`src/rtl/reg_file_mp_pkg.sv`:
```
// ---------------------------------------------------------------------------
// rf_pkg: shared types and helpers for the multi-read-port register file.
//   state_t    : INIT (clear sweep running) / READY (array usable)
//   addr_width : register address width for a given register count
//   REG_ZERO   : hard-wired zero register index
// ---------------------------------------------------------------------------
package rf_pkg;

    typedef enum logic {
        INIT  = 1'b0,
        READY = 1'b1
    } state_t;

    localparam int REG_ZERO = 0;

    function automatic int addr_width(input int nreg);
        return (nreg > 1) ? $clog2(nreg) : 1;
    endfunction

endpackage

```
`src/rtl/reg_file_mp_if.sv`:
```
// ---------------------------------------------------------------------------
// reg_file_mp_if: decode/writeback-side bus of the register file.
//   clr        : request a full clear sweep (taken only in READY)
//   ready      : array initialised and usable
//   we/wa/wd   : writeback write port
//   ra/rd      : NRD packed read ports, port i at [i*AW +: AW] / [i*XLEN +: XLEN]
//   rbusy      : per-port "source register has a pending producer"
//   iss_v/iss_a: issue marks destination iss_a busy
//   dbg_state  : current FSM state, for observation only
// master = pipeline side driving the file, slave = the register file itself.
//
// Handshake: there is no valid/ready backpressure on this bus. A write or an
// issue is accepted on any rising edge where its enable is high while ready=1;
// while ready=0 both are silently dropped and reads return zero.
// ---------------------------------------------------------------------------
interface reg_file_mp_if import rf_pkg::*; #(
    parameter int XLEN = 32,
    parameter int NREG = 32,
    parameter int NRD  = 2
);
    localparam int AW = addr_width(NREG);

    logic                  clr;
    logic                  ready;
    logic                  we;
    logic [AW-1:0]         wa;
    logic [XLEN-1:0]       wd;
    logic [NRD*AW-1:0]     ra;
    logic [NRD*XLEN-1:0]   rd;
    logic [NRD-1:0]        rbusy;
    logic                  iss_v;
    logic [AW-1:0]         iss_a;
    state_t                dbg_state;

    modport master (
        output clr, we, wa, wd, ra, iss_v, iss_a,
        input  ready, rd, rbusy, dbg_state
    );

    modport slave (
        input  clr, we, wa, wd, ra, iss_v, iss_a,
        output ready, rd, rbusy, dbg_state
    );

endinterface

```
`src/rtl/reg_file_mp_scoreboard.sv`:
```
// ---------------------------------------------------------------------------
// reg_scoreboard: one busy bit per register for in-flight destinations.
//   i_flush          : synchronous clear of every busy bit (highest priority)
//   i_set_v/i_set_a  : mark a register busy (issue)
//   i_clr_v/i_clr_a  : mark a register idle (writeback)
//   i_ra / o_busy    : NRD combinational lookups
// The caller guarantees register 0 is never set.
// ---------------------------------------------------------------------------
module reg_scoreboard import rf_pkg::*; #(
    parameter int NREG = 32,
    parameter int NRD  = 2,
    parameter int AW   = addr_width(NREG)
) (
    input  logic              clk,
    input  logic              i_flush,
    input  logic              i_set_v,
    input  logic [AW-1:0]     i_set_a,
    input  logic              i_clr_v,
    input  logic [AW-1:0]     i_clr_a,
    input  logic [NRD*AW-1:0] i_ra,
    output logic [NRD-1:0]    o_busy
);

    logic [NREG-1:0] r_busy;

    // Set is applied after clear so that an issue and a writeback to the
    // same register on the same edge leave it busy: the new producer wins.
    always_ff @(posedge clk) begin
        if (i_flush) begin
            r_busy <= '0;
        end else begin
            if (i_clr_v) r_busy[i_clr_a] <= 1'b0;
            if (i_set_v) r_busy[i_set_a] <= 1'b1;
        end
    end

    for (genvar i = 0; i < NRD; i++) begin : g_lookup
        assign o_busy[i] = r_busy[i_ra[i*AW +: AW]];
    end

endmodule

```
`src/rtl/reg_file_mp.sv`:
```
// ---------------------------------------------------------------------------
// reg_file_mp: parametrised register file with NRD combinational read ports,
// one write port, a hardware clear sweep and a busy scoreboard.
//   clk : clock, all state changes on the rising edge
//   rst : synchronous active-low reset; restarts the clear sweep
//   bus : reg_file_mp_if slave (read/write/issue/clear/ready, see interface)
// Parameters: XLEN data width, NREG register count (power of two, >= 4),
// NRD read ports (1..4), BYPASS=1 forwards same-cycle write data to reads.
// ---------------------------------------------------------------------------
module reg_file_mp import rf_pkg::*; #(
    parameter int XLEN   = 32,
    parameter int NREG   = 32,
    parameter int NRD    = 2,
    parameter int BYPASS = 1
) (
    input  logic           clk,
    input  logic           rst,
    reg_file_mp_if.slave   bus
);

    localparam int AW = addr_width(NREG);

    state_t          r_state;
    logic            r_ready;
    logic [AW-1:0]   r_ptr;
    logic [XLEN-1:0] r_mem [NREG];

    logic            w_active;
    logic            w_wr;
    logic            w_iss;
    logic            w_flush;
    logic [NRD-1:0]  w_sb_busy;

    // Reads, writes and issues only take effect in READY; holding rst low
    // also blanks the read side so nothing stale is visible during reset.
    assign w_active = rst && (r_state == READY);
    assign w_wr     = w_active && bus.we && (bus.wa != AW'(REG_ZERO));
    assign w_iss    = w_active && bus.iss_v && (bus.iss_a != AW'(REG_ZERO));
    assign w_flush  = !rst || (w_active && bus.clr);

    // Sweep FSM: INIT zeroes one register per edge, READY waits for clr.
    always_ff @(posedge clk) begin
        if (!rst) begin
            r_state <= INIT;
            r_ptr   <= '0;
            r_ready <= 1'b0;
        end else begin
            case (r_state)
                INIT: begin
                    r_ptr <= r_ptr + 1'b1;
                    if (r_ptr == AW'(NREG - 1)) begin
                        r_state <= READY;
                        r_ready <= 1'b1;
                    end
                end
                READY: begin
                    if (bus.clr) begin
                        r_state <= INIT;
                        r_ptr   <= '0;
                        r_ready <= 1'b0;
                    end
                end
                default: begin
                    r_state <= INIT;
                    r_ptr   <= '0;
                    r_ready <= 1'b0;
                end
            endcase
        end
    end

    // Storage has no reset of its own: the sweep is what initialises it.
    always_ff @(posedge clk) begin
        if (rst && (r_state == INIT)) begin
            r_mem[r_ptr] <= '0;
        end else if (w_wr) begin
            r_mem[bus.wa] <= bus.wd;
        end
    end

    reg_scoreboard #(
        .NREG (NREG),
        .NRD  (NRD),
        .AW   (AW)
    ) u_scoreboard (
        .clk     (clk),
        .i_flush (w_flush),
        .i_set_v (w_iss),
        .i_set_a (bus.iss_a),
        .i_clr_v (w_wr),
        .i_clr_a (bus.wa),
        .i_ra    (bus.ra),
        .o_busy  (w_sb_busy)
    );

    for (genvar i = 0; i < NRD; i++) begin : g_rd
        logic [AW-1:0] w_ra;
        logic          w_hit;

        assign w_ra  = bus.ra[i*AW +: AW];
        // w_wr already excludes register 0 and non-READY cycles.
        assign w_hit = (BYPASS != 0) && w_wr && (bus.wa == w_ra);

        assign bus.rd[i*XLEN +: XLEN] =
            (!w_active || (w_ra == AW'(REG_ZERO))) ? '0 :
            w_hit                                  ? bus.wd :
                                                     r_mem[w_ra];

        // A write landing this cycle retires the producer, so hide busy.
        assign bus.rbusy[i] = w_active && w_sb_busy[i] && !w_hit;
    end

    assign bus.ready     = r_ready;
    assign bus.dbg_state = r_state;

endmodule

```
`src/flat_wrapper.sv`:
```
// flat-port wrapper written by rule: the top's interface ports become plain ports
module reg_file_mp_flat import rf_pkg::*;
#(
    parameter int XLEN   = 32,
    parameter int NREG   = 32,
    parameter int NRD    = 2,
    parameter int BYPASS = 1
)
  (clk, rst, bus_clr, bus_we, bus_wa, bus_wd, bus_ra, bus_iss_v, bus_iss_a, bus_ready, bus_rd, bus_rbusy, bus_dbg_state);
  reg_file_mp_if #(.XLEN(XLEN), .NREG(NREG), .NRD(NRD)) bus_i ();
  input  logic clk;
  input  logic rst;
  input wire logic [$bits(bus_i.clr)-1:0] bus_clr;
  input wire logic [$bits(bus_i.we)-1:0] bus_we;
  input wire logic [$bits(bus_i.wa)-1:0] bus_wa;
  input wire logic [$bits(bus_i.wd)-1:0] bus_wd;
  input wire logic [$bits(bus_i.ra)-1:0] bus_ra;
  input wire logic [$bits(bus_i.iss_v)-1:0] bus_iss_v;
  input wire logic [$bits(bus_i.iss_a)-1:0] bus_iss_a;
  output wire logic [$bits(bus_i.ready)-1:0] bus_ready;
  output wire logic [$bits(bus_i.rd)-1:0] bus_rd;
  output wire logic [$bits(bus_i.rbusy)-1:0] bus_rbusy;
  output wire logic [$bits(bus_i.dbg_state)-1:0] bus_dbg_state;
  assign bus_i.clr = bus_clr;
  assign bus_i.we = bus_we;
  assign bus_i.wa = bus_wa;
  assign bus_i.wd = bus_wd;
  assign bus_i.ra = bus_ra;
  assign bus_i.iss_v = bus_iss_v;
  assign bus_i.iss_a = bus_iss_a;
  assign bus_ready = bus_i.ready;
  assign bus_rd = bus_i.rd;
  assign bus_rbusy = bus_i.rbusy;
  assign bus_dbg_state = bus_i.dbg_state;
  reg_file_mp #(.XLEN(XLEN), .NREG(NREG), .NRD(NRD), .BYPASS(BYPASS)) u_core (.clk(clk), .rst(rst), .bus(bus_i));
endmodule
```
`config.mk`:
```
export PLATFORM = sky130hd
export DESIGN_NAME = reg_file_mp_flat
export DESIGN_NICKNAME = d
export VERILOG_FILES = /design/src/rtl/reg_file_mp_pkg.sv /design/src/rtl/reg_file_mp_if.sv /design/src/rtl/reg_file_mp_scoreboard.sv /design/src/rtl/reg_file_mp.sv /design/src/flat_wrapper.sv
export SDC_FILE = /design/constraint.sdc
export NUM_CORES = 1
export LEC_CHECK = 0
export CAP_MARGIN = 10
export CORE_UTILIZATION = 46
export DETAILED_ROUTE_END_ITERATION = 16
export GPL_TIMING_DRIVEN = 0
export PLACE_DENSITY = 0.72
export SYNTH_ARGS = -nofsm -noshare
export SYNTH_HDL_FRONTEND = slang
export SYNTH_SLANG_ARGS = --single-unit
export TNS_END_PERCENT = 100
```
`constraint.sdc`:
```
create_clock -name clk -period 9.8 [get_ports clk]
set_input_delay 1.96 -clock clk [delete_from_list [all_inputs] [get_ports clk]]
set_output_delay 1.96 -clock clk [all_outputs]
set_load 0.03 [all_outputs]
```
; Word level (Yosys, flattened, before mapping)
; Memory sizes are Yosys's and may differ from the RTL's.
; Cells that the tools add are included.
[totals]
inputBits = 57
wordCells = 80
mem_count = 1
mem_bits_rw = 1024
ff_bits = 39
out_inout_bits = 68
[mem_list]
columns = name, words, width, rd, rd_clocked_by_memory_dff, wr, line
row1 = u_core.r_mem, 32, 32, 2, 0, 1, reg_file_mp.sv:26  ; logic [XLEN-1:0] r_mem [NREG];
[classes]
bitwise = 4
n_reduce_logical = 28
muxes = 31
add_sub_neg = 1
n_eq_ne = 5
order_cmp = 6
[ops]
columns = operator, count
row1 = two-way mux 32 bit, 8
row2 = bitwise AND 32 bit, 1
row3 = NOT 32 bit, 1
row4 = bitwise OR 32 bit, 1
row5 = OR reduction 32 bit, 1
row6 = "< comparator 5 x 6 -> 1 bit, second input constant", 4
row7 = logical AND 1 bit, 15
row8 = two-way mux 1 bit, 14
row9 = binary-select mux 1 bit (select 5 bit), 2
row10 = demux 1 bit (select 5 bit), 2
row11 = equality test 5 bit, 2
row12 = ">= comparator 5 x 1 -> 1 bit, second input constant", 2
row13 = logical NOT 5 bit, 2
row14 = two-way mux 5 bit, 2
row15 = case mux 5 bit (2 select lines), 1
row16 = nonzero test 5 bit, 2
row17 = "adder 5 x 1 -> 5 bit, second input constant", 1
row18 = "equality test 5 bit, second input constant", 1
row19 = logical NOT 1 bit, 4
row20 = case mux 1 bit (2 select lines), 2
row21 = logical OR 1 bit, 3
row22 = "!= test 2 x 1 -> 1 bit, second input constant", 1
row23 = "!= test 2 bit, second input constant", 1
row24 = AND reduction 2 bit, 1
row25 = NOT 1 bit, 1

; Logic depth before layout (Yosys ltp)
[depth]
word_depth = 10
mapped_depth = 9
depth_no_buf = 5

; By module
; A second synthesis with hierarchy kept.
[unflattened]
hier_cells = 2887
area_unflattened_um2 = 50515.9
[modules_own_cells]
columns = mod, seq_area_each_um2, cells_each, n_inst, area_per_inst_um2
row1 = reg_file_mp, 30889.6, 2643, 1, 48580.3
row2 = reg_scoreboard, 640.6, 244, 1, 1935.6

; Worst setup path before layout
; OpenSTA, ideal clock, no wires.
[synth_path]
path_kind = input to output
startpoint = input port bus_ra[0]
endpoint = output port bus_rd[7]
path_slack_ps = 3914
t_arrival_ps = 3926
cell_stages = 9
path_buffers = 4
required_time_ps = 7840
path_cell_list = buf_2 -> buf_6 -> buf_6 -> xor2_1 -> nor3_2 -> a41o_1 -> buf_2 -> nor2_1 -> a211oi_1
[synth_via]
elab_chain_len = 4
word_cells_on_any_way = 7
cone_classes = 1 x eq/ne / 2 x mux / 3 x reduce/logical / 1 x memory
[synth_lines]
columns = element, line
row1 = "start, declared", flat_wrapper.sv:17  ; input wire logic [$bits(bus_i.ra)-1:0] bus_ra;
row2 = "parallel branches: the longest is 3 deep, another holds memory read (32 x 32 bit)", --
row3 = two-way mux 32 bit (*), reg_file_mp.sv:105  ; (!w_active || (w_ra == AW'(REG_ZERO))) ? '0 :
row4 = "end, declared", flat_wrapper.sv:21  ; output wire logic [$bits(bus_i.rd)-1:0] bus_rd;
; Every way passes the cells marked *.

; Final worst setup path
[layout_path]
startpoint = input port bus_ra[8]
endpoint = output port bus_rd[39]
; The elaborated chain is that of the path after synthesis.

==> results.toml <==
[outcome]
outcome = "completed"

[sta]
maxSlewHeadroom = 0.06967
finalCritPeriodShare = 0.8968
final-hold-violation-count = 0
tns_ps = 0
skew_ps = 21.08
final_max_slew_viol_count = 0
setup_ws_ps = 1011
worst_pin_slew_ps = 1395
rsz0062_at_grt = "false"
period_needed_ps = 8789
max_freq_mhz = 113.8
setup_viol = 0

[logic_synthesis]
syn_nets = 2547
async_flop_share = 0
synth_top_area_frac = 0.6230
synthesis.area_um2 = 49360
synthTopCellsByArea = "edfxtp_1, mux4_2, o22ai_1, dfxtp_1, clkbuf_1"
synth_common_cells = "edfxtp_1, mux4_2, o22ai_1"
synth_top_cell_by_area = "edfxtp_1"
synth_warnings = 0
yosysSeqAreaShare = 0.6388
synth-edff-count = 1024
synthCells = 2488
yosys_register_bits = 1063
synth_cell_type_count = 60
yosysMostFrequentCell = "edfxtp_1"
synth_area_per_cell_um2 = 19.84
ys.flop_type = "edfxtp_1"

[grt]
grt_pass1_vias = 30862
grt_max_degree = 33
grt_pass1_wl_mm = 236.9
antenna_found_initial = 5
grt_util_all_layers = 0.3184
overflow = 0

[route]
routed_wl_mm = 171.9
num_vias = 31499
drt_iter0_drc = 5444
dr.pass1.iters = 8
ant_nets = 0
vias_per_cell = 7.440
post_drt_wl_per_cell_um = 40.61
drc = 0

[clock_network]
hold_buffers = 0
cts.path.max_buffers = 3
clk_latency_ps = 690
clock_sinks = 1063
cts_tree = "built"
cts_setup_buffers = 0
clkTransAtPathRegs_ps = 60
cts-root-buf = "clkbuf_16"
htreeDepth = 3
cts.repair.resized = 0
numCtsBuffers = 105

[critical_path]
cp.arrival_ps = 6830
cp.required_ps = 7840
cp-end-kind = "primary output"
cp_max_fo = 10
reg2reg_slack_ps = 5770
worstSetupPathType = "in2out"
startpoint_type = "input port"

[power_and_ir_drop]
p_leak_nw = 15.22
peakVddDrop_uv = 142.8
total_power_mw = 9.675
powerDensity_nw_per_um2 = 170.8

[die]
start_util = 0.4662
ios = 125
die-area_um2 = 108600
rows = 119
chipWidth_um = 329.6
coreArea_um2 = 105900
die_h_um = 329.6

[placed_design]
dpl_cell_area_um2 = 53190
post-place-ws_ps = 1376
gp_congestion = 0.9784
io_buffer_count = 113
hpwl_mm = 119.8

[run]
maxCapViolations = 0

[layout]
final_util = 0.5352
final_area_um2 = 56660
fin_nets = 2806
area_growth_pct = 14.80
layout-drive-gt1-share = 0.3072

[hold_path]
hold_class = "reg2reg"
==> cell usage in the layout (no fill, tap or decap), types with 7 or more instances in the layout <==
cell type	instances
nor2_1	30
nor2_4	32
and2_1	38
buf_1	20
mux4_2	558
dfxtp_1	39
inv_1	7
a21oi_1	62
buf_2	55
nor4_1	33
clkinv_1	27
nand3_1	15
xor2_1	11
o21ai_1	7
bufinv_16	9
nor2b_1	8
clkinv_2	14
o221a_1	30
diode_2	8
o221ai_1	31
edfxtp_1	1024
mux2i_1	11
nand2_1	48
o22ai_1	129
a22o_1	32
buf_12	25
buf_6	15
clkbuf_16	107
clkdlybuf4s50_1	113
buf_4	13
clkbuf_1	134
a221oi_1	36
o21ai_0	24
buf_16	8
==> logic make-up (layout without fill, tap and decap cells) <==
group	Yosys count	after routing	synth area share
XOR/XNOR	12	12	0.002129
AND/OR/NAND/NOR	238	238	0.02449
multiplexers	571	571	0.2573
adder cells (fa/ha/maj)	2	2	0.0005069
flip-flops	1063	1063	0.6388
other	0	8	0
AO/OA/AOI/OAI	379	379	0.05514
buffers and inverters	223	570	0.02162
==> sequential cells by signal, indices dropped and copies added, names as in the netlist <==
name and cells:
u_core.bus.dbg_state 1, u_core.bus.ready 1, u_core.r_mem 1024, u_core.r_ptr 5
u_core.u_scoreboard.r_busy 32
==> worst paths after layout <==
path | end | from | cells after the start
min reg2reg | u_core.u_scoreboard.r_busy[29]$_SDFF_PP0_ | u_core.u_scoreboard.r_busy[29]$_SDFF_PP0_ | 2
max reg2reg | u_core.r_mem[4][26]$_DFFE_PP_ | u_core.bus.dbg_state$_SDFF_PN0_ | 6
min | u_core.u_scoreboard.r_busy[29]$_SDFF_PP0_ | u_core.u_scoreboard.r_busy[29]$_SDFF_PP0_ | 2
max | bus_rd[39] | bus_ra[8] | 8
==> power breakdown <==
group,switching (mW),internal (mW)
logic,0.429,0.254
clock network,1.78,2.26
registers,0.0137,4.94
total,2.22,7.45
==> worst max-delay path: stages <==
cell and delay [ps]:
clkdlybuf4s50_1 640, clkbuf_1 480, nand3b_1 440, clkbuf_1 830
o22ai_1 390, nor4_1 1020, o221a_1 360, clkdlybuf4s50_1 700
==> layer usage <==
| metal | vias to the layer above | GRT usage | share of wire |
|---|---|---|---|
| li1 | 11551 | - | - |
| met1 | 16301 | 0.4168 | 0.34 |
| met2 | 3146 | 0.4578 | 0.44 |
| met3 | 493 | 0.1266 | 0.16 |
| met4 | 8 | 0.1690 | 0.061 |
| met5 | - | 0.006522 | 0.0014 |
==> stage by stage <==
| step | hold WS, ps | cells |
|---|---|---|
| finish | 490.5 | 4234 |
| global route | 512.7 | 4227 |
| CTS | 488.4 | 4220 |
| detailed placement | 479.3 | 4025 |
| global placement | 472.2 | 3992 |
| floorplan | 460.3 | 2488 |
==> final cells by class <==
class | count | area, um2
antenna | 8 | 20.02
buffer | 216 | 1041
clock buffer | 134 | 2804
clock inverter | 61 | 569.3
fill | 7957 | 49200
inverter | 7 | 26.28
multi-input combinational | 1202 | 17000
sequential | 1063 | 31530
tap | 1391 | 1740
timing repair buffer | 152 | 1931
Note: power is estimated with default switching activity, not from simulation.
